==> src/rtl/reg_bus_pkg.sv <==
// rtl/reg_bus_pkg.sv - shared widths, FSM encoding and request types for the register bus arbiter
package reg_bus_pkg;

   localparam int AW_DEF = 15;
   localparam int DW_DEF = 16;

   typedef enum logic [1:0] {
      ST_IDLE = 2'd0,
      ST_WR   = 2'd1,
      ST_RD   = 2'd2,
      ST_WAIT = 2'd3
   } state_t;

   localparam logic REQ_WR = 1'b0;
   localparam logic REQ_RD = 1'b1;

endpackage

==> src/rtl/reg_bus_req_slot.sv <==
// rtl/reg_bus_req_slot.sv - one-deep request holding slot with sticky overflow flag
module reg_bus_req_slot import reg_bus_pkg::*; #(
   parameter int AW = AW_DEF,
   parameter int DW = DW_DEF
) (
   input  logic          sys_clk,
   input  logic          sys_rst,
   input  logic          wr_en,
   input  logic          rd_en,
   input  logic [AW-1:0] addr,
   input  logic [DW-1:0] wdata,
   input  logic          grant,
   output logic          pending,
   output logic [AW-1:0] req_addr,
   output logic [DW-1:0] req_wdata,
   output logic          req_type,
   output logic          ovf
);

   logic pulse;
   assign pulse = wr_en | rd_en;

   // Capture a new request when the slot is free or being emptied this cycle; a new pulse beats the grant clear
   always_ff @(posedge sys_clk) begin
      if (sys_rst) begin
         pending   <= 1'b0;
         req_addr  <= '0;
         req_wdata <= '0;
         req_type  <= REQ_WR;
         ovf       <= 1'b0;
      end else begin
         if (pulse && (!pending || grant)) begin
            pending   <= 1'b1;
            req_addr  <= addr;
            req_wdata <= wdata;
            req_type  <= wr_en ? REQ_WR : REQ_RD;
         end else if (grant) begin
            pending   <= 1'b0;
         end
         // Simultaneous wr+rd loses the read; a pulse into an occupied, ungranted slot is lost entirely
         if ((wr_en && rd_en) || (pulse && pending && !grant))
            ovf <= 1'b1;
      end
   end

endmodule

==> src/rtl/reg_bus_arbiter.sv <==
// rtl/reg_bus_arbiter.sv - round-robin sharing of the system register bus between SPI bridge and local host
module reg_bus_arbiter import reg_bus_pkg::*; #(
   parameter int AW         = AW_DEF,
   parameter int DW         = DW_DEF,
   parameter int RD_LATENCY = 2
) (
   input  logic          sys_clk,
   input  logic          sys_rst,
   input  logic          m0_wr_en,
   input  logic          m0_rd_en,
   input  logic [AW-1:0] m0_addr,
   input  logic [DW-1:0] m0_wdata,
   output logic [DW-1:0] m0_rdata,
   output logic          m0_rvalid,
   output logic          m0_ovf,
   input  logic          m1_wr_en,
   input  logic          m1_rd_en,
   input  logic [AW-1:0] m1_addr,
   input  logic [DW-1:0] m1_wdata,
   output logic [DW-1:0] m1_rdata,
   output logic          m1_rvalid,
   output logic          m1_ovf,
   output logic          bus_wr_en,
   output logic          bus_rd_en,
   output logic [AW-1:0] bus_addr,
   output logic [DW-1:0] bus_wdata,
   input  logic [DW-1:0] bus_rdata,
   output logic          busy
);

   localparam logic [2:0] LAT_LOAD = 3'(RD_LATENCY - 1);

   state_t        state;
   logic          last_grant;
   logic          gnt_id;
   logic [2:0]    lat_cnt;

   logic [1:0]    pend;
   logic [1:0]    grant;
   logic [AW-1:0] a0, a1;
   logic [DW-1:0] w0, w1;
   logic          t0, t1;
   logic          win;
   logic          any_pend;

   reg_bus_req_slot #(.AW(AW), .DW(DW)) u_slot0 (
      .sys_clk(sys_clk), .sys_rst(sys_rst),
      .wr_en(m0_wr_en), .rd_en(m0_rd_en), .addr(m0_addr), .wdata(m0_wdata),
      .grant(grant[0]), .pending(pend[0]),
      .req_addr(a0), .req_wdata(w0), .req_type(t0), .ovf(m0_ovf)
   );

   reg_bus_req_slot #(.AW(AW), .DW(DW)) u_slot1 (
      .sys_clk(sys_clk), .sys_rst(sys_rst),
      .wr_en(m1_wr_en), .rd_en(m1_rd_en), .addr(m1_addr), .wdata(m1_wdata),
      .grant(grant[1]), .pending(pend[1]),
      .req_addr(a1), .req_wdata(w1), .req_type(t1), .ovf(m1_ovf)
   );

   assign any_pend = pend[0] | pend[1];

   // Round-robin pick: a lone pending slot wins, on a tie the one not granted last time wins
   always_comb begin
      win = 1'b0;
      if (pend[0] && pend[1])
         win = ~last_grant;
      else if (pend[1])
         win = 1'b1;
   end

   assign grant[0] = (state == ST_IDLE) && any_pend && !win;
   assign grant[1] = (state == ST_IDLE) && any_pend &&  win;
   assign busy     = (state != ST_IDLE) || any_pend;

   // Bus sequencer: one transaction in flight, read data routed back to whoever was granted
   always_ff @(posedge sys_clk) begin
      if (sys_rst) begin
         state      <= ST_IDLE;
         last_grant <= 1'b1;
         gnt_id     <= 1'b0;
         lat_cnt    <= 3'd0;
         bus_wr_en  <= 1'b0;
         bus_rd_en  <= 1'b0;
         bus_addr   <= '0;
         bus_wdata  <= '0;
         m0_rdata   <= '0;
         m1_rdata   <= '0;
         m0_rvalid  <= 1'b0;
         m1_rvalid  <= 1'b0;
      end else begin
         m0_rvalid <= 1'b0;
         m1_rvalid <= 1'b0;
         case (state)
            ST_IDLE: begin
               if (any_pend) begin
                  bus_addr   <= win ? a1 : a0;
                  bus_wdata  <= win ? w1 : w0;
                  last_grant <= win;
                  gnt_id     <= win;
                  if ((win ? t1 : t0) == REQ_WR) begin
                     bus_wr_en <= 1'b1;
                     state     <= ST_WR;
                  end else begin
                     bus_rd_en <= 1'b1;
                     state     <= ST_RD;
                  end
               end
            end
            ST_WR: begin
               bus_wr_en <= 1'b0;
               state     <= ST_IDLE;
            end
            ST_RD: begin
               bus_rd_en <= 1'b0;
               lat_cnt   <= LAT_LOAD;
               state     <= ST_WAIT;
            end
            ST_WAIT: begin
               if (lat_cnt == 3'd0) begin
                  if (gnt_id) begin
                     m1_rdata  <= bus_rdata;
                     m1_rvalid <= 1'b1;
                  end else begin
                     m0_rdata  <= bus_rdata;
                     m0_rvalid <= 1'b1;
                  end
                  state <= ST_IDLE;
               end else begin
                  lat_cnt <= lat_cnt - 3'd1;
               end
            end
            default: state <= ST_IDLE;
         endcase
      end
   end

endmodule
==> config.mk <==
export PLATFORM = sky130hd
export DESIGN_NAME = reg_bus_arbiter
export DESIGN_NICKNAME = d
export VERILOG_FILES = /design/src/rtl/reg_bus_pkg.sv /design/src/rtl/reg_bus_req_slot.sv /design/src/rtl/reg_bus_arbiter.sv
export SDC_FILE = /design/constraint.sdc
export NUM_CORES = 1
export LEC_CHECK = 0
export BUFFER_PORTS_ARGS = -buffer_cell sky130_fd_sc_hd__buf_2
export CAP_MARGIN = 15
export CORE_UTILIZATION = 50
export CTS_CLUSTER_DIAMETER = 150
export DETAILED_ROUTE_END_ITERATION = 10
export PLACE_DENSITY = 0.77
export SYNTH_ARGS = -nofsm -noshare
export SYNTH_HDL_FRONTEND = slang
export SYNTH_SLANG_ARGS = --single-unit
==> constraint.sdc <==
create_clock -name sys_clk -period 3.07 [get_ports sys_clk]
set_input_delay 0.1535 -clock sys_clk [delete_from_list [all_inputs] [get_ports sys_clk]]
set_output_delay 0.1535 -clock sys_clk [all_outputs]
set_load 0.02 [all_outputs]
### Word-level counts from Yosys, hierarchy flattened

Cells that the tools add are included.

* bitwise gates (word level): 7
* multiplexer cells: 25
* $add $sub $neg: 1
* eq/ne operators: 8
* reductions and logical operators: 38

Operators with widths (number)
* 16-bit two-way mux: 1
* 1-bit two-way mux: 15
* 15-bit two-way mux: 1
* 1-bit logical AND: 12
* 3-bit AND reduction: 4
* 2-bit nonzero test: 6
* 2-bit inequality test, second input constant: 4
* 2-bit case mux with 4 select lines: 1
* 2-bit two-way mux: 3
* 3-bit case mux with 2 select lines: 1
* 2-bit AND reduction: 3
* 1-bit logical NOT: 5
* 1-bit logical OR: 5
* 2-bit equality test, second input constant: 2
* 1-bit NOT: 4
* 1-bit case mux with 2 select lines: 2
* 3-bit logical NOT: 1
* 3-bit two-way mux: 1
* 1-bit OR: 3
* 3-bit OR reduction: 1
* 3-bit by 1-bit subtractor with 3-bit output, second input constant: 1
* 2-bit by 1-bit equality test with 1-bit output, second input constant: 1
* 2-bit logical NOT: 1
* 2-bit by 1-bit inequality test with 1-bit output, second input constant: 1

* register bits: 142
* bits of input ports: 84
* word-level logic and storage cells: 101

### Logic depth before layout (Yosys ltp)

Gate-level depths: netlist of run 1.

* depth in word-level cells: 7
* depth in mapped cells: 10
* depth with buffers taken out: 7

### By module

A second synthesis of run 1 with hierarchy kept.

* cells, all modules: 675
* area total of the unflattened synthesis: 6308.6 sq um

Modules (own cells, without submodules)
* reg_bus_arbiter: cells an instance 381, sequential area each 1481.4 sq um, instances 1, area an instance 3283.1 sq um
* reg_bus_req_slot: cells an instance 147, sequential area each 680.7 sq um, instances 2, area an instance 1512.7 sq um

### Worst setup path before layout of run 1

No wires, ideal clock.

* path kind: register -> register
* from: register lat_cnt[0]
* to: register m0_rdata[13]
* buffers on the path: 3
* arrival time: 1.670 ns
* stages on the path, launching flop included: 11
* path slack: 1.330 ns
* required time: 2.999 ns
* path through: dfxtp_1 inv_1 ha_1 ha_1 clkbuf_1 nand3_1 nand2b_1 buf_2 clkbuf_1 nand2_1 a21oi_1

* word-level cells in the longest chain between the ends: 2

Ends and longest elaborated chain
* start: declaration: RTL line reg_bus_arbiter.sv:36 `logic [2:0] lat_cnt;`
* start signal: assignment: RTL line reg_bus_arbiter.sv:129 `lat_cnt <= lat_cnt - 3'd1;`
* 3-bit logical NOT: RTL line reg_bus_arbiter.sv:119 `if (lat_cnt == 3'd0) begin`
* 3-bit AND reduction (no source line)
* end signal: assignment: RTL line reg_bus_arbiter.sv:124 `m0_rdata <= bus_rdata;`
* end: declaration: RTL line reg_bus_arbiter.sv:13 `output logic [DW-1:0] m0_rdata,`

Every way passes these cells.
A chain may end at the register's enable or synchronous reset.

### Worst setup path after layout of run 1

* from: register state[0]
* to: register u_slot0.req_addr[2]

* word-level cells in the longest chain between the ends: 5

Ends and longest elaborated chain
* start: declaration: RTL line reg_bus_arbiter.sv:33 `state_t state;`
* start signal: assignment: RTL line reg_bus_arbiter.sv:78 `state <= ST_IDLE;`
* start signal: assignment: RTL line reg_bus_arbiter.sv:102 `state <= ST_WR;`
* start signal: assignment: RTL line reg_bus_arbiter.sv:105 `state <= ST_RD;`
* 2-bit logical NOT: RTL line reg_bus_arbiter.sv:71 `assign grant[0] = (state == ST_IDLE) && any_pend && !win;`
* 1-bit logical AND (2 in a row): RTL line reg_bus_arbiter.sv:71
* 1-bit logical OR: RTL line reg_bus_req_slot.sv:32 `if (pulse && (!pending || grant)) begin`
* 1-bit logical AND: RTL line reg_bus_req_slot.sv:32
* end signal: assignment: RTL line reg_bus_req_slot.sv:34 `req_addr <= addr;`
* end: declaration: RTL line reg_bus_req_slot.sv:14 `output logic [AW-1:0] req_addr,`

Every way passes these cells.

==> results of run 1 <==
-- synthesized netlist by cell type --
master    instances
dfxtp_1         142
nand2_1         103
a21oi_1          74
nand2b_1         63
mux2i_1          62
nor2_1           42
a22oi_1          32
clkbuf_1         22
buf_2            13
inv_1             9
buf_6             5
a211oi_1          4
buf_12            3
o21a_1            3
a211o_1           2
ha_1              2
nor3_1            2
o21ba_2           2
a21bo_2           1
a21oi_4           1
and2b_1           1
nand3_1           1
nand4_1           1
nor2_2            1
nor3_2            1
o21ai_4           1
o21bai_1          1
o31ai_1           1
o32a_1            1
o32ai_1           1
or2_4             1
or3_1             1
-- path summary, 6_finish.rpt --
check        cells after the start                    to  slack (ns)
max reg2reg                      5   u_slot0.req_addr[2]        0.93
min                              2  u_slot1.req_wdata[2]        0.14
min reg2reg                      2          bus_wdata[9]        0.45
max                              5   u_slot0.req_addr[2]        0.93
-- power breakdown --
part | internal (uW) | switching, uW | total, uW | leakage, uW
sequential | 1970 | 79.3 | 2050 | 0.00116
combinational | 315 | 365 | 680 | 0.00201
clock | 1370 | 755 | 2130 | 0.000306
total | 3660 | 1200 | 4860 | 0.00348
-- sequential cells by signal, summed over array words and instances (netlist names), 2 cells and up --
register	cells
bus_addr	15
m0_rdata	16
lat_cnt	3
m1_rdata	16
u_slot1.req_wdata	16
u_slot1.req_addr	15
u_slot0.req_addr	15
bus_wdata	16
u_slot0.req_wdata	16
state	2
-- worst reg2reg max path, cell delays in order, from the launching register on --
cell     delay, ns
dfxtp_1       0.40
or2_4         0.35
o21ai_4       0.22
o21a_2        0.47
buf_4         0.38
mux2i_1       0.24
-- cells by family (layout without fill, tap and decap cells) --
| group | after synthesis | in the layout | synth area share |
|---|---|---|---|
| AND/OR/NAND/NOR | 217 | 217 | 0.180 |
| flip-flops | 142 | 142 | 0.511 |
| AO/OA/AOI/OAI | 124 | 124 | 0.140 |
| multiplexers | 62 | 62 | 0.112 |
| buffers and inverters | 52 | 285 | 0.0535 |
| adder cells (fa/ha/maj) | 2 | 2 | 0.00450 |
-- stage by stage --
step                      hold WS, ns  total power (uW)  std cells  area, um^2
final                           0.141              4860        972        7780
after detailed placement        0.371              2670        856        6320
after CTS                       0.128              4870        972        7780
after floorplan                 0.250              2510        599        5560
after global placement          0.370              2650        856        6320
after global routing            0.180              5040        972        7780
-- routing by layer --
layer  wire length (um)  global-route usage  part of all wire  up-vias
li1                   -                   -                 -     2456
met1               5860               0.291              0.41     2369
met2               7250               0.454              0.50      174
met3                973              0.0751             0.068       33
met4                323               0.112             0.022        0
met5                  0                   0                 0        -
-- area by class of cell --
type	count	area, um^2	area share
Clock inverter	12	165	0.0212
Inverter	9	33.8	0.00434
Tap cell	140	175	0.0225
Clock buffer	20	455	0.0585
Timing Repair Buffer	244	1670	0.215
Sequential cell	142	2840	0.365
Multi-Input combinational cell	405	2440	0.313
==> flow_summary.ini, run 1 <==
[critical_path]
critical_path.top_delay_family = compound AO/OA/AOI/OAI gates
cp-start-kind = flip-flop
path_max_fanout = 17
slowest_stage = o21a_2
worstPathArrival_ns = 2.59
reg2reg_from = state[0]
critPathKind = reg2reg
max_stage_delay_ns = 0.47
crit_start = state[0]
crit_required_ns = 3.52
crit_path_end_kind = flip-flop
timing.critical_path.buf_inv = 1
crit_chain = or2_4, o21ai_4, o21a_2, buf_4, mux2i_1

[yosys]
synth_top_cell_area_share = 0.511
synth_area_leaders = dfxtp_1 51%, mux2i_1 11%, nand2b_1 7.1%
ys_warn_count = 0
synth_largest_area_cell = dfxtp_1
netlist_instances = 599
postSynthAreaPerCell_um2 = 9.28
yosysSeqAreaShare = 0.511
synth_cell_types = 32
ys_seq_elements = 142
synth_area_um2 = 5560
syn_nets = 685

[sta]
final-setup-viol-count = 0
rsz0062_at_grt = no
finalMaxSlewViolations = 0
fin_skew_ns = 0.00678
worstMarginPinSlew_ns = 0.859
setup_ws_ns = 0.934
finalCriticalPeriod_ns = 2.14
period_share = 0.696
slew-limit-headroom = 0.426
fin_setup_tns_ns = 0
fmax_mhz = 468
finalHoldViolations = 0

[clocking]
numCtsBuffers = 17
clockBufferDepth = 2
cts_root_buf = clkbuf_8
cts_num_sinks = 142
cts_hold_buf = 84
cts_resized = 0
cts_tree = yes
clkTransAtPathRegs_ns = 0.06
post_cts_buffers = 0
cts_htree_levels = 4
clk_latency_ns = 0.53

[placed_design]
hpwl_um = 8380
io_buffers = 153
gp_congestion = 0.773
pre_cts_slack_ns = 0.983

[final_layout]
fin_util = 0.718
fillCellCount = 776
layout_commonest_cell = buf_2
fin_nets = 905
insertedDiodeCount = 0
syn2layout_area_growth_pct = 40.0
layout_common_cells = 152 x buf_2, 142 x dfxtp_1, 103 x nand2_1
drive_above_1_share = 0.243

[power_and_ir_drop]
power_density_nw_per_um2 = 624
leakage_uw = 0.00348
irDropWorstVdd_v = 0.000444

[hold_path]
min_from = sys_rst
hp-class = in2reg

[die]
coreArea_um2 = 10800
die_area_um2 = 11500
die_x_um = 107
start_util = 0.513
die_h_um = 107
ios = 154
num_rows = 38

[routing]
vias = 5032
drc = 0
drtPass1Iterations = 5
postRouteAntennaNets = 0
first_iter_violations = 294
wl_per_cell_um = 14.8
via_per_inst = 5.18
wirelength_um = 14400

[global_routing]
grt-ovfl-total = 0
grt_usage = 0.259
first_global_vias = 4932
grt_pass1_wl_um = 23100
grt_start_max_net_pins = 91
antenna_found_initial = 0

[run]
maxCapViolations = 0

[status]
outcome = completed
(Power assumes the default switching activity.)
==> run 2: changes to the inputs <==
Settings changed: CORE_UTILIZATION 50 to 47, PLACE_DENSITY 0.77 to 0.76.
Clock period 3.07 ns to 1.8 ns, I/O delays scaled along.
==> flow_summary.ini, run 2 (same netlist as run 1, synthesis figures left out) <==
[critical_path]
worstPathArrival_ns = 1.64
crit_path_end_kind = primary output
reg2reg_to = u_slot0.req_wdata[13]
slowest_stage = dfxtp_1
crit_start = state[1]
cp-endpoint = busy
worst-r2r-setup-slack_ns = 0.10
crit_required_ns = 1.71
worst_r2r_path_depth = 5
path_max_fanout = 8
crit_chain = or2_4, or3_1, buf_2
cp-start-kind = flip-flop
max_stage_delay_ns = 0.38
critPathKind = reg2out
reg2reg_from = u_slot1.pending

[clocking]
cts_root_buf = clkbuf_16
clk_latency_ns = 0.41
clkTransAtPathRegs_ns = 0.06
cts_htree_levels = 4
cts_tree = yes
numCtsBuffers = 17
cts_num_sinks = 142
post_cts_buffers = 0
clockBufferDepth = 2

[global_routing]
first_global_vias = 5133
antenna_found_initial = 0
grt_usage = 0.249
grt_pass1_wl_um = 24300
grt-ovfl-total = 0
grt_start_max_net_pins = 65

[die]
ios = 154
die_area_um2 = 12300
die_x_um = 111
coreArea_um2 = 11500
start_util = 0.485
die_h_um = 111
num_rows = 39

[sta]
finalHoldViolations = 0
fin_setup_tns_ns = 0
fin_skew_ns = 0.00587
finalMaxSlewViolations = 0
fmax_mhz = 577
worstMarginPinSlew_ns = 0.884
finalCriticalPeriod_ns = 1.73
period_share = 0.962
slew-limit-headroom = 0.410
rsz0062_at_grt = no
final-setup-viol-count = 0
setup_ws_ns = 0.0679

[final_layout]
fin_util = 0.687
fillCellCount = 854
syn2layout_area_growth_pct = 41.6
insertedDiodeCount = 0
drive_above_1_share = 0.250
multi_input_area_um2 = 2450
layout_common_cells = 152 x buf_2, 142 x dfxtp_1, 103 x nand2_1
fin_nets = 910
layout_commonest_cell = buf_2
seqCellArea_um2 = 2840

[placed_design]
io_buffers = 153
pre_cts_slack_ns = 0.166
gp_congestion = 0.807
hpwl_um = 8900

[power_and_ir_drop]
leakage_uw = 0.00352
power.share.clock = 0.419
switchingPower_uw = 2050
power_density_nw_per_um2 = 1040
p_int_uw = 6100
irDropWorstVdd_v = 0.000840
combPwrFrac = 0.153
switching_share = 0.251
pwr-share-seq = 0.429

[routing]
wl_per_cell_um = 15.4
postRouteAntennaNets = 0
drc = 0
wirelength_um = 15100
drtPass1Iterations = 5
first_iter_violations = 379
via_per_inst = 5.20
vias = 5093

[run]
maxCapViolations = 0

[status]
outcome = completed

[hold_path]
hp-class = in2reg
==> run 2: power by group through the flow <==
stage,logic (uW),registers (uW),clock network (uW)
final,1240,3490,3410
after global routing,1350,3510,3590
after CTS,1220,3490,3450
after detailed placement,1080,3550,0
after global placement,1050,3540,0
after floorplan,680,3590,0
==> run 2: timing repair <==
| action | CTS | global route |
|---|---|---|
| hold endpoints to repair | 96 | 0 |
| hold buffers | 80 | 0 |
| resized for setup | 0 | 1 |
| endpoints found under the setup margin | 0 | 3 |
==> run 2: how the worst min path moves through the flow <==
stage,slack [ns],to,cells after the start,start
2_1_floorplan,0.19,u_slot0.req_type,1,m0_wr_en
3_3_place_gp,0.30,u_slot1.req_type,2,m1_wr_en
3_5_place_dp,0.31,u_slot1.req_type,2,m1_wr_en
4_1_cts,0.007,u_slot0.req_type,3,m0_rd_en
5_1_grt,0.04,u_slot1.req_type,3,m1_rd_en
6_report,0.03,u_slot0.req_type,3,m0_rd_en
==> run 2: layer usage <==
layer,GRT usage,share of wire
met5,0,0
met2,0.431,0.49
met3,0.0656,0.057
met4,0.125,0.031
met1,0.281,0.42
==> run 2: metrics by stage <==
stage / hold WS [ns] / instances / total power (uW) / area, um^2
6_report: 0.0283 / 979 / 8150 / 7870
5_1_grt: 0.0393 / 979 / 8450 / 7870
4_1_cts: 0.00746 / 978 / 8160 / 7860
3_5_place_dp: 0.315 / 867 / 4630 / 6480
3_3_place_gp: 0.304 / 867 / 4590 / 6480
2_1_floorplan: 0.187 / 599 / 4270 / 5560
==> run 2: layout make-up <==
type                            count  share of cell area
Clock buffer                       26              0.0672
Timing Repair Buffer              248               0.226
Inverter                            9             0.00429
Sequential cell                   142               0.361
Multi-Input combinational cell    406               0.312
Tap cell                          143              0.0227
Clock inverter                      5             0.00668
==> run 2: critical path: cells and delay by family, from the launching register on <==
kind	cells	cell delay, ns
AND/OR/NAND/NOR	2	0.66
buffers and inverters	1	0.18
flip-flops	1	0.38
==> run 3: changes to the inputs <==
Settings changed: MAX_ROUTING_LAYER set to met4.
==> flow_summary.ini, run 3 (same netlist as run 1, synthesis figures left out) <==
[critical_path]
crit_required_ns = 1.71
crit_start = state[1]
reg2reg_from = u_slot1.pending
cp-start-kind = flip-flop
path_max_fanout = 8
crit_path_end_kind = primary output
worstPathArrival_ns = 1.65
critPathKind = reg2out
worst_r2r_path_depth = 5

[hold_path]
min_from = m0_rd_en
hp-class = in2reg
hold_path_depth = 3

[placed_design]
io_buffers = 153
gp_congestion = 0.819
hpwl_um = 8900

[die]
die_area_um2 = 12300
die_h_um = 111
ios = 154
start_util = 0.485
coreArea_um2 = 11500
die_x_um = 111
num_rows = 39

[clocking]
cts_htree_levels = 4
post_cts_buffers = 0
cts_root_buf = clkbuf_16
cts_num_sinks = 142
numCtsBuffers = 17
clk_latency_ns = 0.42
clockBufferDepth = 2
clkTransAtPathRegs_ns = 0.06
cts_tree = yes

[routing]
drc = 0
wirelength_um = 15100
via_per_inst = 5.18
vias = 5072
first_iter_violations = 360
wl_per_cell_um = 15.5
drtPass1Iterations = 4
postRouteAntennaNets = 0

[global_routing]
grt_start_max_net_pins = 65
antenna_found_initial = 0
grt_pass1_wl_um = 24300
first_global_vias = 5135
grt_usage = 0.256
grt-ovfl-total = 0

[sta]
fin_skew_ns = 0.0164
period_share = 0.966
fin_setup_tns_ns = 0
worstMarginPinSlew_ns = 0.892
fmax_mhz = 575
finalCriticalPeriod_ns = 1.74
finalMaxSlewViolations = 0
slew-limit-headroom = 0.405
rsz0062_at_grt = no
final-setup-viol-count = 0
finalHoldViolations = 0

[final_layout]
fin_nets = 910
fin_util = 0.687
layout_common_cells = 152 x buf_2, 142 x dfxtp_1, 103 x nand2_1
fillCellCount = 854
layout_commonest_cell = buf_2
insertedDiodeCount = 0
drive_above_1_share = 0.250
syn2layout_area_growth_pct = 41.6

[power_and_ir_drop]
leakage_uw = 0.00352
power_density_nw_per_um2 = 1040
irDropWorstVdd_v = 0.000835

[run]
maxCapViolations = 0

[status]
outcome = completed
run 3: report_power, final:
| part | leakage, uW | switching, uW | total (uW) | internal [uW] |
|---|---|---|---|---|
| Sequential | 0.00116 | 136 | 3490 | 3360 |
| Clock | 0.000288 | 1270 | 3410 | 2140 |
| Combinational | 0.00206 | 649 | 1250 | 598 |
| Total | 0.00352 | 2050 | 8150 | 6100 |
run 3: cell type report:
type	count	area (um^2)	share of cell area
inverter	9	33.8	0.00429
timing repair buffer	248	1780	0.226
sequential	142	2840	0.361
clock inverter	5	52.6	0.00668
multi-input combinational	406	2450	0.312
tap	143	179	0.0227
clock buffer	26	529	0.0672
run 3: timing repair:
action	in CTS	in global routing
gates resized for setup	0	1
hold endpoints to repair	96	0
hold buffers	80	0
setup endpoints to repair	0	3
run 3: metrics by stage:
stage	hold slack, ns	instance area [um^2]	cells	total power, uW	setup WS, ns
after floorplan	0.187	5560	599	4270	0.0598
after global placement	0.304	6480	867	4590	0.226
after detailed placement	0.315	6480	867	4630	0.166
after CTS	0.00746	7860	978	8160	0.0812
after global routing	0.0391	7870	979	8450	0.00803
final	0.0324	7870	979	8150	0.0619
run 3: path summary, 6_finish.rpt:
check,to,slack [ns]
max,busy,0.06
min,u_slot0.req_type,0.03
max reg2reg,u_slot0.req_wdata[13],0.11
min reg2reg,m0_rdata[11],0.45
run 3: worst max-delay path, stage by stage (launching register included):
cell and delay (ns):
dfxtp_1 0.38, or2_4 0.32, or3_1 0.36, buf_2 0.18
run 3: metal layers:
| metal | GRT usage | vias up | routed length, um |
|---|---|---|---|
| met4 | 0.123 | 0 | 348 |
| met5 | - | - | 0 |
| met2 | 0.431 | 202 | 7560 |
| li1 | - | 2467 | - |
| met3 | 0.0645 | 36 | 877 |
| met1 | 0.283 | 2367 | 6360 |
